==> src/rtl/memmap_pkg.sv <==
// Shared memory-map definitions: FSM encoding, board region constants and default wait states.
package memmap_pkg;

    typedef enum logic [1:0] {
        IDLE   = 2'd0,
        ACCESS = 2'd1,
        DONE   = 2'd2
    } state_t;

    localparam logic [19:0] RAM_BASE  = 20'h00000;
    localparam logic [19:0] RAM_MASK  = 20'hFC000;
    localparam logic [19:0] TEXT_BASE = 20'hB8000;
    localparam logic [19:0] TEXT_MASK = 20'hFF000;
    localparam logic [19:0] FONT_BASE = 20'hC0000;
    localparam logic [19:0] FONT_MASK = 20'hFF000;
    localparam logic [19:0] BIOS_BASE = 20'hFF000;
    localparam logic [19:0] BIOS_MASK = 20'hFF000;

    // Region 0 is lowest priority index, so RAM wins any overlap.
    localparam logic [79:0] BOARD_BASE = {BIOS_BASE, FONT_BASE, TEXT_BASE, RAM_BASE};
    localparam logic [79:0] BOARD_MASK = {BIOS_MASK, FONT_MASK, TEXT_MASK, RAM_MASK};
    localparam logic [15:0] DEF_WAITS  = {4'd1, 4'd2, 4'd1, 4'd0};

endpackage

==> src/rtl/mem_bus_decode.sv <==
// Combinational priority decoder: address -> one-hot region hit, lowest index wins.
module mem_bus_decode
    import memmap_pkg::*;
#(
    parameter int                      ADDR_W = 20,
    parameter int                      NREG   = 4,
    parameter logic [NREG*ADDR_W-1:0]  BASE   = BOARD_BASE,
    parameter logic [NREG*ADDR_W-1:0]  MASK   = BOARD_MASK
) (
    input  logic [ADDR_W-1:0] address,
    output logic [NREG-1:0]   hit,
    output logic              hit_vld
);

    always_comb begin
        hit     = '0;
        hit_vld = 1'b0;
        for (int i = 0; i < NREG; i++) begin
            if (!hit_vld &&
                ((address & MASK[i*ADDR_W +: ADDR_W]) ==
                 (BASE[i*ADDR_W +: ADDR_W] & MASK[i*ADDR_W +: ADDR_W]))) begin
                hit[i]  = 1'b1;
                hit_vld = 1'b1;
            end
        end
    end

endmodule

==> src/rtl/mem_bus.sv <==
// CPU memory-map decoder and wait-state sequencer; one access in flight, requests during busy dropped.
// Mapped access completes W+2 cycles after the request, unmapped after 1; faults are sticky.
module mem_bus
    import memmap_pkg::*;
#(
    parameter int                      ADDR_W   = 20,
    parameter int                      DATA_W   = 8,
    parameter int                      NREG     = 4,
    parameter logic [NREG*ADDR_W-1:0]  BASE     = BOARD_BASE,
    parameter logic [NREG*ADDR_W-1:0]  MASK     = BOARD_MASK,
    parameter logic [NREG*4-1:0]       WAITS    = DEF_WAITS,
    parameter logic [DATA_W-1:0]       DEF_DATA = 8'hFF
) (
    input  logic                   clock,
    input  logic                   reset_n,
    input  logic                   cpu_req,
    input  logic [ADDR_W-1:0]      cpu_address,
    input  logic                   cpu_we,
    input  logic [DATA_W-1:0]      cpu_out,
    output logic [DATA_W-1:0]      cpu_in,
    output logic                   cpu_ready,
    output logic                   busy,
    output logic [ADDR_W-1:0]      reg_a,
    output logic [DATA_W-1:0]      reg_d,
    output logic [NREG-1:0]        reg_sel,
    output logic [NREG-1:0]        reg_w,
    input  logic [NREG*DATA_W-1:0] reg_q,
    output logic                   fault,
    output logic [ADDR_W-1:0]      fault_addr,
    input  logic                   fault_clr
);

    state_t            state, state_nxt;
    logic [NREG-1:0]   hit, sel_q;
    logic              hit_vld, we_q;
    logic [3:0]        cnt, hit_wait;
    logic [DATA_W-1:0] rd_sel;
    logic              start;

    mem_bus_decode #(
        .ADDR_W (ADDR_W),
        .NREG   (NREG),
        .BASE   (BASE),
        .MASK   (MASK)
    ) u_decode (
        .address (cpu_address),
        .hit     (hit),
        .hit_vld (hit_vld)
    );

    assign start = (state == IDLE) && cpu_req;

    always_comb begin
        hit_wait = '0;
        rd_sel   = DEF_DATA;
        for (int i = 0; i < NREG; i++) begin
            if (hit[i])   hit_wait = WAITS[i*4 +: 4];
            if (sel_q[i]) rd_sel   = reg_q[i*DATA_W +: DATA_W];
        end
    end

    always_ff @(posedge clock or negedge reset_n) begin
        if (!reset_n) state <= IDLE;
        else          state <= state_nxt;
    end

    // Strobes are decoded from registered state so reset removes them immediately.
    always_comb begin
        state_nxt = state;
        case (state)
            IDLE:    if (cpu_req) state_nxt = hit_vld ? ACCESS : DONE;
            ACCESS:  if (cnt == 4'd0) state_nxt = DONE;
            DONE:    state_nxt = IDLE;
            default: state_nxt = IDLE;
        endcase
        busy      = (state != IDLE);
        cpu_ready = (state == DONE);
        reg_sel   = (state == ACCESS) ? sel_q : '0;
        reg_w     = (state == ACCESS && cnt == 4'd0 && we_q) ? sel_q : '0;
    end

    always_ff @(posedge clock or negedge reset_n) begin
        if (!reset_n) begin
            reg_a  <= '0;
            reg_d  <= '0;
            we_q   <= 1'b0;
            sel_q  <= '0;
            cnt    <= '0;
            cpu_in <= DEF_DATA;
        end else if (start) begin
            reg_a <= cpu_address;
            reg_d <= cpu_out;
            we_q  <= cpu_we;
            sel_q <= hit;
            cnt   <= hit_wait;
            if (!hit_vld && !cpu_we) cpu_in <= DEF_DATA;
        end else if (state == ACCESS) begin
            if (cnt == 4'd0) begin
                if (!we_q) cpu_in <= rd_sel;
            end else begin
                cnt <= cnt - 4'd1;
            end
        end
    end

    // A clear in the same cycle as a new fault wins; the new fault is not recorded.
    always_ff @(posedge clock or negedge reset_n) begin
        if (!reset_n) begin
            fault      <= 1'b0;
            fault_addr <= '0;
        end else if (fault_clr) begin
            fault <= 1'b0;
        end else if (start && !hit_vld) begin
            fault <= 1'b1;
            if (!fault) fault_addr <= cpu_address;
        end
    end

endmodule

==> config.mk <==
export PLATFORM = sky130hd
export DESIGN_NAME = mem_bus
export DESIGN_NICKNAME = d
export VERILOG_FILES = /design/src/rtl/memmap_pkg.sv /design/src/rtl/mem_bus_decode.sv /design/src/rtl/mem_bus.sv
export SDC_FILE = /design/constraint.sdc
export NUM_CORES = 1
export LEC_CHECK = 0
export BUFFER_PORTS_ARGS = -buffer_cell sky130_fd_sc_hd__clkbuf_2
export CORE_UTILIZATION = 45
export DETAILED_ROUTE_END_ITERATION = 7
export PLACE_DENSITY = 0.76
export SYNTH_ARGS = -nofsm -noshare
export SYNTH_HDL_FRONTEND = slang
export SYNTH_HIERARCHICAL = 1
export SYNTH_SLANG_ARGS = --single-unit
==> constraint.sdc <==
create_clock -name clock -period 3.8 [get_ports clock]
set_input_delay 0.57 -clock clock [delete_from_list [all_inputs] [get_ports clock]]
set_output_delay 0.57 -clock clock [all_outputs]
set_load 0.02 [all_outputs]
Yosys cells after proc, flatten, opt, wreduce, memory -nomap -nowiden
Cells that the tools add are included.

Input port bits: 65. Output and inout port bits: 67. Logic and storage cells: 76. Flip-flop bits (word level): 68.

Mux-type cells: 30. $add $sub $neg: 1. Reductions and logical operators: 24. Bitwise gates (word level): 2. Equality and inequality tests: 10.

Operator list (number): two-way mux 8 bit (9); equality test 8 bit, second input constant (3); two-way mux 4 bit (6); logical NOT 20 bit (1); two-way mux 1 bit (10); logical AND 1 bit (8); two-way mux 2 bit (4); nonzero test 2 bit (4); != test 2 bit, second input constant (3); logical NOT 1 bit (5); logical NOT 4 bit (1); != test 2 x 1 -> 1 bit, second input constant (2); one-hot mux 2 bit (2 select lines) (1); AND reduction 2 bit (2); AND reduction 4 bit (1); subtractor 4 x 1 -> 4 bit, second input constant (1); AND reduction 3 bit (1); equality test 2 x 1 -> 1 bit, second input constant (1); equality test 2 bit, second input constant (1); logical NOT 2 bit (1); inverter 1 bit (2).

Logic depth before layout (Yosys ltp)
Gate-level depths: netlist of run 1.

Depth in word-level cells: 15. Depth in mapped cells: 7. Depth with buffers taken out: 6.

Cells and area by module
Netlist of run 1, hierarchy kept.

Modules (own cells, without submodules): mem_bus (seq. area each 1711.6 um^2, times used 1, cells an instance 295, area each 3093.0 um^2); mem_bus_decode (seq. area each 0.0 um^2, times used 1, cells an instance 13, area each 80.1 um^2).

Worst setup path before layout of run 1
Ideal clock, no wire load.

Kind: input to register. Start: in cpu_address[19]. End: reg fault_addr[0]. Buffers on the path: 1. Path slack: 1.541 ns. Library setup time: 0.125 ns. Required time: 3.675 ns. Stages: 7. Arrival time: 2.134 ns. Path through: nor4bb_1 nor2_1 o21ai_1 or4b_4 or3_4 buf_6 mux2_4.

Word-level cells in the longest chain between the ends: 14. Elaborated cells on any way between the ends: 17. Those cells by class: 3 x eq/ne; 4 x mux; 10 x reduce/logical.

Ends and longest elaborated chain: start: declaration (RTL line mem_bus.sv:17) `input logic [ADDR_W-1:0] cpu_address,`; logical NOT 20 bit (RTL line mem_bus_decode.sv:20) `((address & MASK[i*ADDR_W +: ADDR_W]) ==`; two-way mux 1 bit (RTL line mem_bus_decode.sv:19) `if (!hit_vld &&`; logical NOT 1 bit (RTL line mem_bus_decode.sv:19); logical AND 1 bit (RTL line mem_bus_decode.sv:19); two-way mux 1 bit (RTL line mem_bus_decode.sv:19); logical NOT 1 bit (RTL line mem_bus_decode.sv:19); logical AND 1 bit (RTL line mem_bus_decode.sv:19); two-way mux 1 bit (RTL line mem_bus_decode.sv:19); logical NOT 1 bit (RTL line mem_bus_decode.sv:19); logical AND 1 bit (RTL line mem_bus_decode.sv:19); two-way mux 1 bit * (RTL line mem_bus_decode.sv:19); net hit_vld (RTL line mem_bus.sv:35) `logic hit_vld, we_q;`; logical NOT 1 bit * (RTL line mem_bus.sv:113) `end else if (start && !hit_vld) begin`; logical AND 1 bit * (RTL line mem_bus.sv:113); AND reduction 3 bit (no source line) *; end signal: assignment (RTL line mem_bus.sv:115) `if (!fault) fault_addr <= cpu_address;`; end: declaration (RTL line mem_bus.sv:29) `output logic [ADDR_W-1:0] fault_addr,`.

Mark *: on every way through the listed nets, which the timed path passes. The rest lies on a longest branch. A chain may end at the register's enable or synchronous reset.

Worst setup path in the final report of run 1
Start: reg state[1]. End: out reg_w[3].

Word-level cells in the longest chain between the ends: 4.

Ends and longest elaborated chain: start: declaration (RTL line mem_bus.sv:33) `state_t state, state_nxt;`; start signal: assignment (RTL line mem_bus.sv:64) `else state <= state_nxt;`; equality test 2 x 1 -> 1 bit (RTL line mem_bus.sv:79) `reg_w = (state == ACCESS && cnt == 4'd0 && we_q) ? sel_q : '0;`; logical AND 1 bit (2 in a row) (RTL line mem_bus.sv:79); two-way mux 4 bit (RTL line mem_bus.sv:79); end: declaration (RTL line mem_bus.sv:26) `output logic [NREG-1:0] reg_w,`.

No other way between the ends.

==> impl_summary.log, run 1 <==
INFO  metric outcome = completed
INFO  metric crit_arrival = 2.12 ns
INFO  metric numCtsBuffers = 9
INFO  metric drtIter0Drc = 209
INFO  metric synthesis.area = 3173 um2
INFO  metric groute.usage.overall = 0.2154
INFO  metric top_level_port_count = 132
INFO  metric top_library_cells_by_usage_in_the_layout_fill_and_taps_aside = 130 x sky130_fd_sc_hd__clkbuf_2, 93 x sky130_fd_sc_hd__nand2_1, 60 x sky130_fd_sc_hd__dfrtp_1, 20 x sky130_fd_sc_hd__mux2_4, 15 x sky130_fd_sc_hd__nor2_1
INFO  metric tritoncts_clock_tree = done
INFO  metric finish.net_count = 500
INFO  metric power_per_cell_area = 487.9 nW/um2
INFO  metric synth-xor-area-share = 0
INFO  metric worst_setup_hold_path_clk_slew = 0.07 ns
INFO  metric critPathCaptureType = output port
INFO  metric syn_area_per_cell = 10.30 um2
INFO  metric maxClockFrequency = 371.4 MHz
INFO  metric antenna_cells = 0
INFO  metric fp-row-count = 30
INFO  metric slew_violations = 0
INFO  metric clock_network_fraction_of_total_power = 0.294
INFO  metric drt_pass1_iterations = 4
INFO  metric p_leak = 2.159 nW
INFO  metric dominant_combinational_cell_family_by_area_after_synthesis = simple AND/OR/NAND/NOR gates
INFO  metric max_slew.worst_pin.slew = 1.085 ns
INFO  metric post_cts_resize_count = 0
INFO  metric hold_viol_final = 0
INFO  metric synth_compound_area_frac = 0.09976
INFO  metric hold_class = input pin to flop
INFO  metric synth_cell_types = 41
INFO  metric sequential_share_of_power = 0.453
INFO  metric critPathKind = flop to output port
INFO  metric worst_ir_drop_vdd = 0.2764 mV
INFO  metric cts_hold_buf = 0
INFO  metric root_buffer = sky130_fd_sc_hd__clkbuf_8
INFO  metric final_setup_tns = 0 ns
INFO  metric layout.cells.most_common = sky130_fd_sc_hd__clkbuf_2
INFO  metric wire_per_inst = 13.74 um
INFO  metric power.share.switching = 0.3131
INFO  metric area_grow_syn2layout = 28.47%
INFO  metric initial_antenna_violation_count = 0
INFO  metric final_core_util = 0.6000
INFO  metric coreArea = 6794 um2
INFO  metric globalplace.congestion = 0.7896
INFO  metric via_count_of_the_first_global_routing_pass = 2547
INFO  metric fp.dieArea = 7391 um2
INFO  metric worst-path-max-fanout = 7
INFO  metric die-height = 85.97 um
INFO  metric filler_cell_count = 618
INFO  metric gr-total-overflow = 0
INFO  metric drt_wl_total = 7.335 mm
INFO  metric drc = 0
INFO  metric post_synth_adder_cell_area = 0.007886
INFO  metric total_of_buffers_placed_on_input_and_output_ports = 131
INFO  metric timing.max_slew.rel_slack = 0.2735
INFO  metric num_vias = 2624
INFO  metric insertion_delay = 0.33 ns
INFO  metric combinational_power_share = 0.253
INFO  metric cts_num_sinks = 68
INFO  metric final_layout_size_suffix_gt1_frac = 0.4201
INFO  metric cts-root-to-sink-buffers = 2
INFO  metric rsz0062_at_grt = false
INFO  metric synthMuxAreaShare = 0.1009
INFO  metric synth_fp_nets = 375
INFO  metric cap_viol_max_count = 0
INFO  metric cell_internal_power = 1.366 mW
INFO  metric startpoint_class_of_the_critical_path = flop
INFO  metric fin_crit = 2.692 ns
INFO  metric number_of_failing_setup_endpoints_in_the_final_timing_report = 0
INFO  metric p_sw = 0.6227 mW
INFO  metric start_util = 0.4670
INFO  metric placed_wire_length_estimate = 5.321 mm
INFO  metric grt_start_max_net_pins = 69
INFO  metric yosys_warnings = 6
INFO  metric worstPathRequired = 3.23 ns
INFO  metric cts_setup_buffers = 0
INFO  metric finalCritPeriodShare = 0.7085
INFO  metric avgViaCountPerCell = 4.914
INFO  metric timing.clock.skew = 0.009123 ns
INFO  metric ys_ff_latch = 68
INFO  metric yosysSeqAreaShare = 0.5394
INFO  metric synth_simple_gate_area_frac = 0.2129
INFO  metric postRouteAntennaNets = 0
INFO  metric cts-htree-levels = 3
INFO  metric dieWidth = 85.97 um
INFO  metric number_of_instances_in_the_synthesized_netlist = 308
INFO  metric global_route_wire_length_before_repair = 12.34 mm
[synth_stat cells]
cell | number | area share
sky130_fd_sc_hd__and2_1 | 4 | 0.0079
sky130_fd_sc_hd__or2_1 | 1 | 0.0020
sky130_fd_sc_hd__nand4_1 | 2 | 0.0039
sky130_fd_sc_hd__or3_4 | 1 | 0.0035
sky130_fd_sc_hd__or3_1 | 1 | 0.0020
sky130_fd_sc_hd__or4_4 | 1 | 0.0035
sky130_fd_sc_hd__clkbuf_1 | 13 | 0.015
sky130_fd_sc_hd__a21o_1 | 1 | 0.0024
sky130_fd_sc_hd__a221o_1 | 7 | 0.022
sky130_fd_sc_hd__a211o_1 | 1 | 0.0028
sky130_fd_sc_hd__buf_6 | 2 | 0.0071
sky130_fd_sc_hd__nand2b_1 | 1 | 0.0020
sky130_fd_sc_hd__o32ai_1 | 1 | 0.0028
sky130_fd_sc_hd__nor3b_1 | 2 | 0.0047
sky130_fd_sc_hd__a21oi_1 | 3 | 0.0047
sky130_fd_sc_hd__o21ai_0 | 6 | 0.0095
sky130_fd_sc_hd__buf_1 | 4 | 0.0047
sky130_fd_sc_hd__o21ai_1 | 1 | 0.0016
sky130_fd_sc_hd__inv_1 | 10 | 0.012
sky130_fd_sc_hd__o211ai_1 | 2 | 0.0047
sky130_fd_sc_hd__o32a_1 | 8 | 0.025
sky130_fd_sc_hd__nand3_1 | 3 | 0.0047
sky130_fd_sc_hd__or4b_4 | 1 | 0.0043
sky130_fd_sc_hd__or2_2 | 2 | 0.0039
sky130_fd_sc_hd__mux2_4 | 20 | 0.095
sky130_fd_sc_hd__ha_1 | 2 | 0.0079
sky130_fd_sc_hd__a31o_2 | 1 | 0.0028
sky130_fd_sc_hd__or4b_1 | 1 | 0.0032
sky130_fd_sc_hd__dfstp_2 | 8 | 0.066
sky130_fd_sc_hd__a211oi_1 | 7 | 0.017
sky130_fd_sc_hd__a22o_1 | 1 | 0.0028
sky130_fd_sc_hd__nor2_1 | 15 | 0.018
sky130_fd_sc_hd__or4_1 | 1 | 0.0024
sky130_fd_sc_hd__or3b_2 | 2 | 0.0055
sky130_fd_sc_hd__nand2_1 | 93 | 0.11
sky130_fd_sc_hd__nor3_1 | 3 | 0.0047
sky130_fd_sc_hd__nor2b_1 | 12 | 0.024
sky130_fd_sc_hd__mux2i_1 | 2 | 0.0063
sky130_fd_sc_hd__o22ai_1 | 1 | 0.0020
sky130_fd_sc_hd__dfrtp_1 | 60 | 0.47
sky130_fd_sc_hd__nor4bb_1 | 1 | 0.0032
[final cells by class]
cell class | count | area, um2 | share of cell area
Clock buffer | 12 | 145.1 | 0.03560
Clock inverter | 4 | 48.80 | 0.01197
Inverter | 10 | 37.54 | 0.009208
Multi-Input combinational cell | 211 | 1343 | 0.3293
Sequential cell | 68 | 1712 | 0.4199
Tap cell | 96 | 120.1 | 0.02947
Timing Repair Buffer | 133 | 670.6 | 0.1645
[sequential cells by signal, indices dropped and copies added, names as in the netlist]
signal,flops
sel_q,4
reg_d,8
fault,1
state,2
fault_addr,20
cpu_in,8
we_q,1
cnt,4
reg_a,20
[power groups by stage]
stage | combinational [mW] | clock, mW | sequential [mW]
final | 0.503 | 0.585 | 0.901
after detailed placement | 0.512 | 0 | 0.909
after floorplan | 0.183 | 0 | 1.04
after global routing | 0.546 | 0.634 | 0.916
after global placement | 0.499 | 0 | 0.911
after CTS | 0.510 | 0.600 | 0.901
[final timing paths]
kind	startpoint	end	slack [ns]	cells after the start
min in group asynchronous	reset_n	reg_a[10]$_DFFE_PN0P_	0.41	2
max reg2reg	state[1]$_DFFE_PN0P_	cnt[0]$_DFFE_PN0P_	1.57	4
max	state[1]$_DFFE_PN0P_	reg_w[3]	1.11	4
min	fault_clr	fault$_DFFE_PN0P_	0.40	2
min reg2reg	reg_a[0]$_DFFE_PN0P_	reg_a[0]$_DFFE_PN0P_	0.47	2
max in group asynchronous	reset_n	reg_d[6]$_DFFE_PN0P_	2.82	2
[cells by family (layout without fill, tap and decap cells)]
kind of cell               after synthesis  count (layout)
AOI/OAI and AO/OA                       40              40
adders and majority gates                2               2
buffers and inverters                   29             159
DFF                                     68              68
muxes                                   22              22
and+or+nand+nor                        147             147
[critical path, stage by stage (launching register included)]
cell	delay (ns)
sky130_fd_sc_hd__dfrtp_1	0.46
sky130_fd_sc_hd__or4b_1	0.61
sky130_fd_sc_hd__or3_1	0.40
sky130_fd_sc_hd__nor2_1	0.14
sky130_fd_sc_hd__clkbuf_2	0.19
[layer usage]
layer / part of all wire / global-route usage / wire (um)
met5: 0 / 0 / 0
met4: 0.013 / 0.08485 / 97
met3: 0.075 / 0.04909 / 547
met2: 0.45 / 0.3333 / 3280
met1: 0.46 / 0.2948 / 3410
[per-stage QoR]
step / instance area, um2 / hold WS, ns / cells / setup WS [ns] / power, mW
after CTS: 4076 / 0.3887 / 534 / 1.109 / 2.011
after global routing: 4076 / 0.4063 / 534 / 0.9543 / 2.096
after detailed placement: 3882 / 0.4610 / 518 / 1.211 / 1.420
final: 4076 / 0.4017 / 534 / 1.108 / 1.989
after global placement: 3882 / 0.4601 / 518 / 1.267 / 1.410
after floorplan: 3173 / 0.2744 / 308 / 1.541 / 1.219
Note: power is estimated with default switching activity, not from simulation.
==> run 2, diff against run 1 <==
clock period = 2.7 ns   (was 3.8 ns; I/O delays follow)
==> run 2 against run 1 <==
Die area unchanged. Sequential share of layout area decreased by 0.064 points. Worst hold slack got worse by 0.33 ns. Design area increased by 0.15%. Setup slack got worse by 0.91 ns. Clock power increased by 39%. Clock skew decreased by 0.00067 ns. Sequential power increased by 41%. Global-route usage decreased by 0.37 points. Critical path type unchanged. Critical endpoint unchanged.
==> impl_summary.log, run 2 (synthesized netlist as in run 1, its figures left out) <==
INFO  metric power_per_cell_area = 685.1 nW/um2 (+40%)
INFO  metric placedInstanceArea = 3890 um2 (+0.19%)
INFO  metric seq_area = 1712 um2 (unchanged)
INFO  metric placed_wire_length_estimate = 5.401 mm (+1.5%)
INFO  metric hold_class = input pin to asynchronous set/reset pin
INFO  metric numPlacedInstances = 519 (+0.19%)
INFO  metric final_area = 4083 um2 (+0.15%)
INFO  metric numCtsBuffers = 9 (unchanged)
INFO  metric number_of_failing_setup_endpoints_in_the_final_timing_report = 0 (unchanged)
INFO  metric total_of_buffers_placed_on_input_and_output_ports = 131 (unchanged)
INFO  metric final_setup_tns = 0 ns (unchanged)
INFO  metric crit_arrival = 2.10 ns (-0.02 ns)
INFO  metric maxClockFrequency = 399.4 MHz
INFO  metric p_leak = 2.160 nW (about the same)
INFO  metric finalCritPeriodShare = 0.9273
INFO  metric via_count_of_the_first_global_routing_pass = 2542 (-0.20%)
INFO  metric drtIter0Drc = 114 (-45%)
INFO  metric top_library_cells_by_usage_in_the_layout_fill_and_taps_aside = 130 x sky130_fd_sc_hd__clkbuf_2, 93 x sky130_fd_sc_hd__nand2_1, 60 x sky130_fd_sc_hd__dfrtp_1, 20 x sky130_fd_sc_hd__mux2_4, 15 x sky130_fd_sc_hd__nor2_1
INFO  metric worst_setup_hold_path_clk_slew = 0.08 ns (about the same)
INFO  metric antenna_cells = 0 (unchanged)
INFO  metric drc = 0 (unchanged)
INFO  metric setup_slack_at_placement = 0.2642 ns (-0.9464 ns)
INFO  metric cts_hold_buf = 0 (unchanged)
INFO  metric cts_num_sinks = 68 (unchanged)
INFO  metric filler_cell_count = 606 (-1.9%)
INFO  metric slew_violations = 0 (unchanged)
INFO  metric top_level_port_count = 132 (unchanged)
INFO  metric num_vias = 2665 (+1.6%)
INFO  metric post_cts_resize_count = 0 (unchanged)
INFO  metric drt_wl_total = 7.450 mm (+1.6%)
INFO  metric rsz0062_at_grt = false
INFO  metric dieWidth = 85.97 um (unchanged)
INFO  metric die-height = 85.97 um (unchanged)
INFO  metric postLayoutSetupSlackWorst = 0.1963 ns (-0.9114 ns)
INFO  metric finalNonFillerCells = 535 (+0.19%)
INFO  metric final_core_util = 0.6009 (+0.0009210)
INFO  metric global_route_wire_length_before_repair = 12.14 mm (-1.6%)
INFO  metric start_util = 0.4670 (unchanged)
INFO  metric cts-root-to-sink-buffers = 2 (unchanged)
INFO  metric fp.dieArea = 7391 um2 (unchanged)
INFO  metric groute.usage.overall = 0.2117 (-0.003747)
INFO  metric cap_viol_max_count = 0 (unchanged)
INFO  metric outcome = completed
INFO  metric worst-path-max-fanout = 7 (unchanged)
INFO  metric postRouteAntennaNets = 0 (unchanged)
INFO  metric globalplace.congestion = 0.8009 (+1.4%)
INFO  metric final_layout_size_suffix_gt1_frac = 0.4237 (+0.003599)
INFO  metric hold_viol_final = 0 (unchanged)
INFO  metric wire_per_inst = 13.93 um (+1.4%)
INFO  metric finish.net_count = 501 (+0.20%)
INFO  metric critPathCaptureType = output port
INFO  metric area_grow_syn2layout = 28.67%
INFO  metric coreArea = 6794 um2 (unchanged)
INFO  metric avgViaCountPerCell = 4.981 (+1.4%)
INFO  metric root_buffer = sky130_fd_sc_hd__clkbuf_8
INFO  metric grt_start_max_net_pins = 49 (-29%)
INFO  metric timing.max_slew.rel_slack = 0.5093 (+0.2359)
INFO  metric worstPathRequired = 2.30 ns (-0.93 ns)
INFO  metric tritoncts_clock_tree = done
INFO  metric timing.clock.skew = 0.008452 ns (-0.0006713 ns)
INFO  metric critPathKind = flop to output port
INFO  metric layout.cells.most_common = sky130_fd_sc_hd__clkbuf_2
INFO  metric startpoint_class_of_the_critical_path = flop
INFO  metric reg.largest.list = fault_addr (20), reg_a (20)
INFO  metric worst_ir_drop_vdd = 0.4224 mV (+53%)
INFO  metric max_slew.worst_pin.slew = 0.7360 ns (-0.3491 ns)
INFO  metric fin_crit = 2.504 ns
INFO  metric insertion_delay = 0.34 ns (about the same)
INFO  metric initial_antenna_violation_count = 0 (unchanged)
INFO  metric fp-row-count = 30 (unchanged)
INFO  metric cts-htree-levels = 3 (unchanged)
INFO  metric gr-total-overflow = 0 (unchanged)
INFO  metric cts_setup_buffers = 0 (unchanged)
INFO  metric multi_input_comb_area = 1343 um2 (unchanged)
INFO  metric drt_pass1_iterations = 5 (+1)
run 2: cell count changes in the layout (fill, tap and decap cells not counted), sizes merged:
cell,before,now
clkbuf,142,140
clkinvlp,0,1
clkinv,3,4
buf,3,4
run 2: area by class of cell:
type                       instances  area share
sequential                        68      0.4192
clock buffer                      10     0.03126
clock inverter                     6     0.01594
tap                               96     0.02942
multi-input combinational        211      0.3288
timing repair buffer             134      0.1661
inverter                          10    0.009194
run 2: critical path: stages (launching register included):
cell and delay [ns]:
sky130_fd_sc_hd__dfrtp_1 0.45, sky130_fd_sc_hd__or4b_1 0.59, sky130_fd_sc_hd__or3_1 0.41, sky130_fd_sc_hd__nor2_1 0.13, sky130_fd_sc_hd__clkbuf_2 0.19
run 2: path summary, 6_finish.rpt:
kind / start / depth (start not counted) / to / slack [ns]
worst max-delay path: state[1]$_DFFE_PN0P_ / 4 / reg_w[3] / 0.20
worst min-delay path: reset_n / 1 / reg_a[10]$_DFFE_PN0P_ / 0.07
worst max register to register: state[1]$_DFFE_PN0P_ / 3 / fault_addr[11]$_DFFE_PN0P_ / 0.65
worst min register to register: reg_a[3]$_DFFE_PN0P_ / 2 / reg_a[3]$_DFFE_PN0P_ / 0.48
max in group asynchronous: reset_n / 2 / cpu_in[0]$_DFFE_PN1P_ / 1.85
min in group clock: cpu_out[7] / 3 / reg_d[7]$_DFFE_PN0P_ / 0.25
run 2: report_power, final:
group          switching [mW]  internal [mW]  total, mW
Clock                   0.387          0.427      0.814
Sequential             0.0967           1.17       1.27
Combinational           0.415          0.298      0.713
Total                   0.899           1.90       2.80
run 2: per-layer routing:
metal	vias up	share of wire	GRT usage
met2	102	0.45	0.3218
met1	1257	0.47	0.2901
li1	1296	-	-
met3	10	0.061	0.05005
met5	-	0	0
met4	0	0.014	0.09091
run 2: metrics by stage:
| stage | hold WS (ns) | total power [mW] |
|---|---|---|
| 5_1_grt | 0.09889 | 2.941 |
| 2_1_floorplan | 0.1094 | 1.716 |
| 6_report | 0.06709 | 2.797 |
| 4_1_cts | 0.07392 | 2.825 |
| 3_5_place_dp | 0.4588 | 2.003 |
| 3_3_place_gp | 0.4495 | 1.986 |
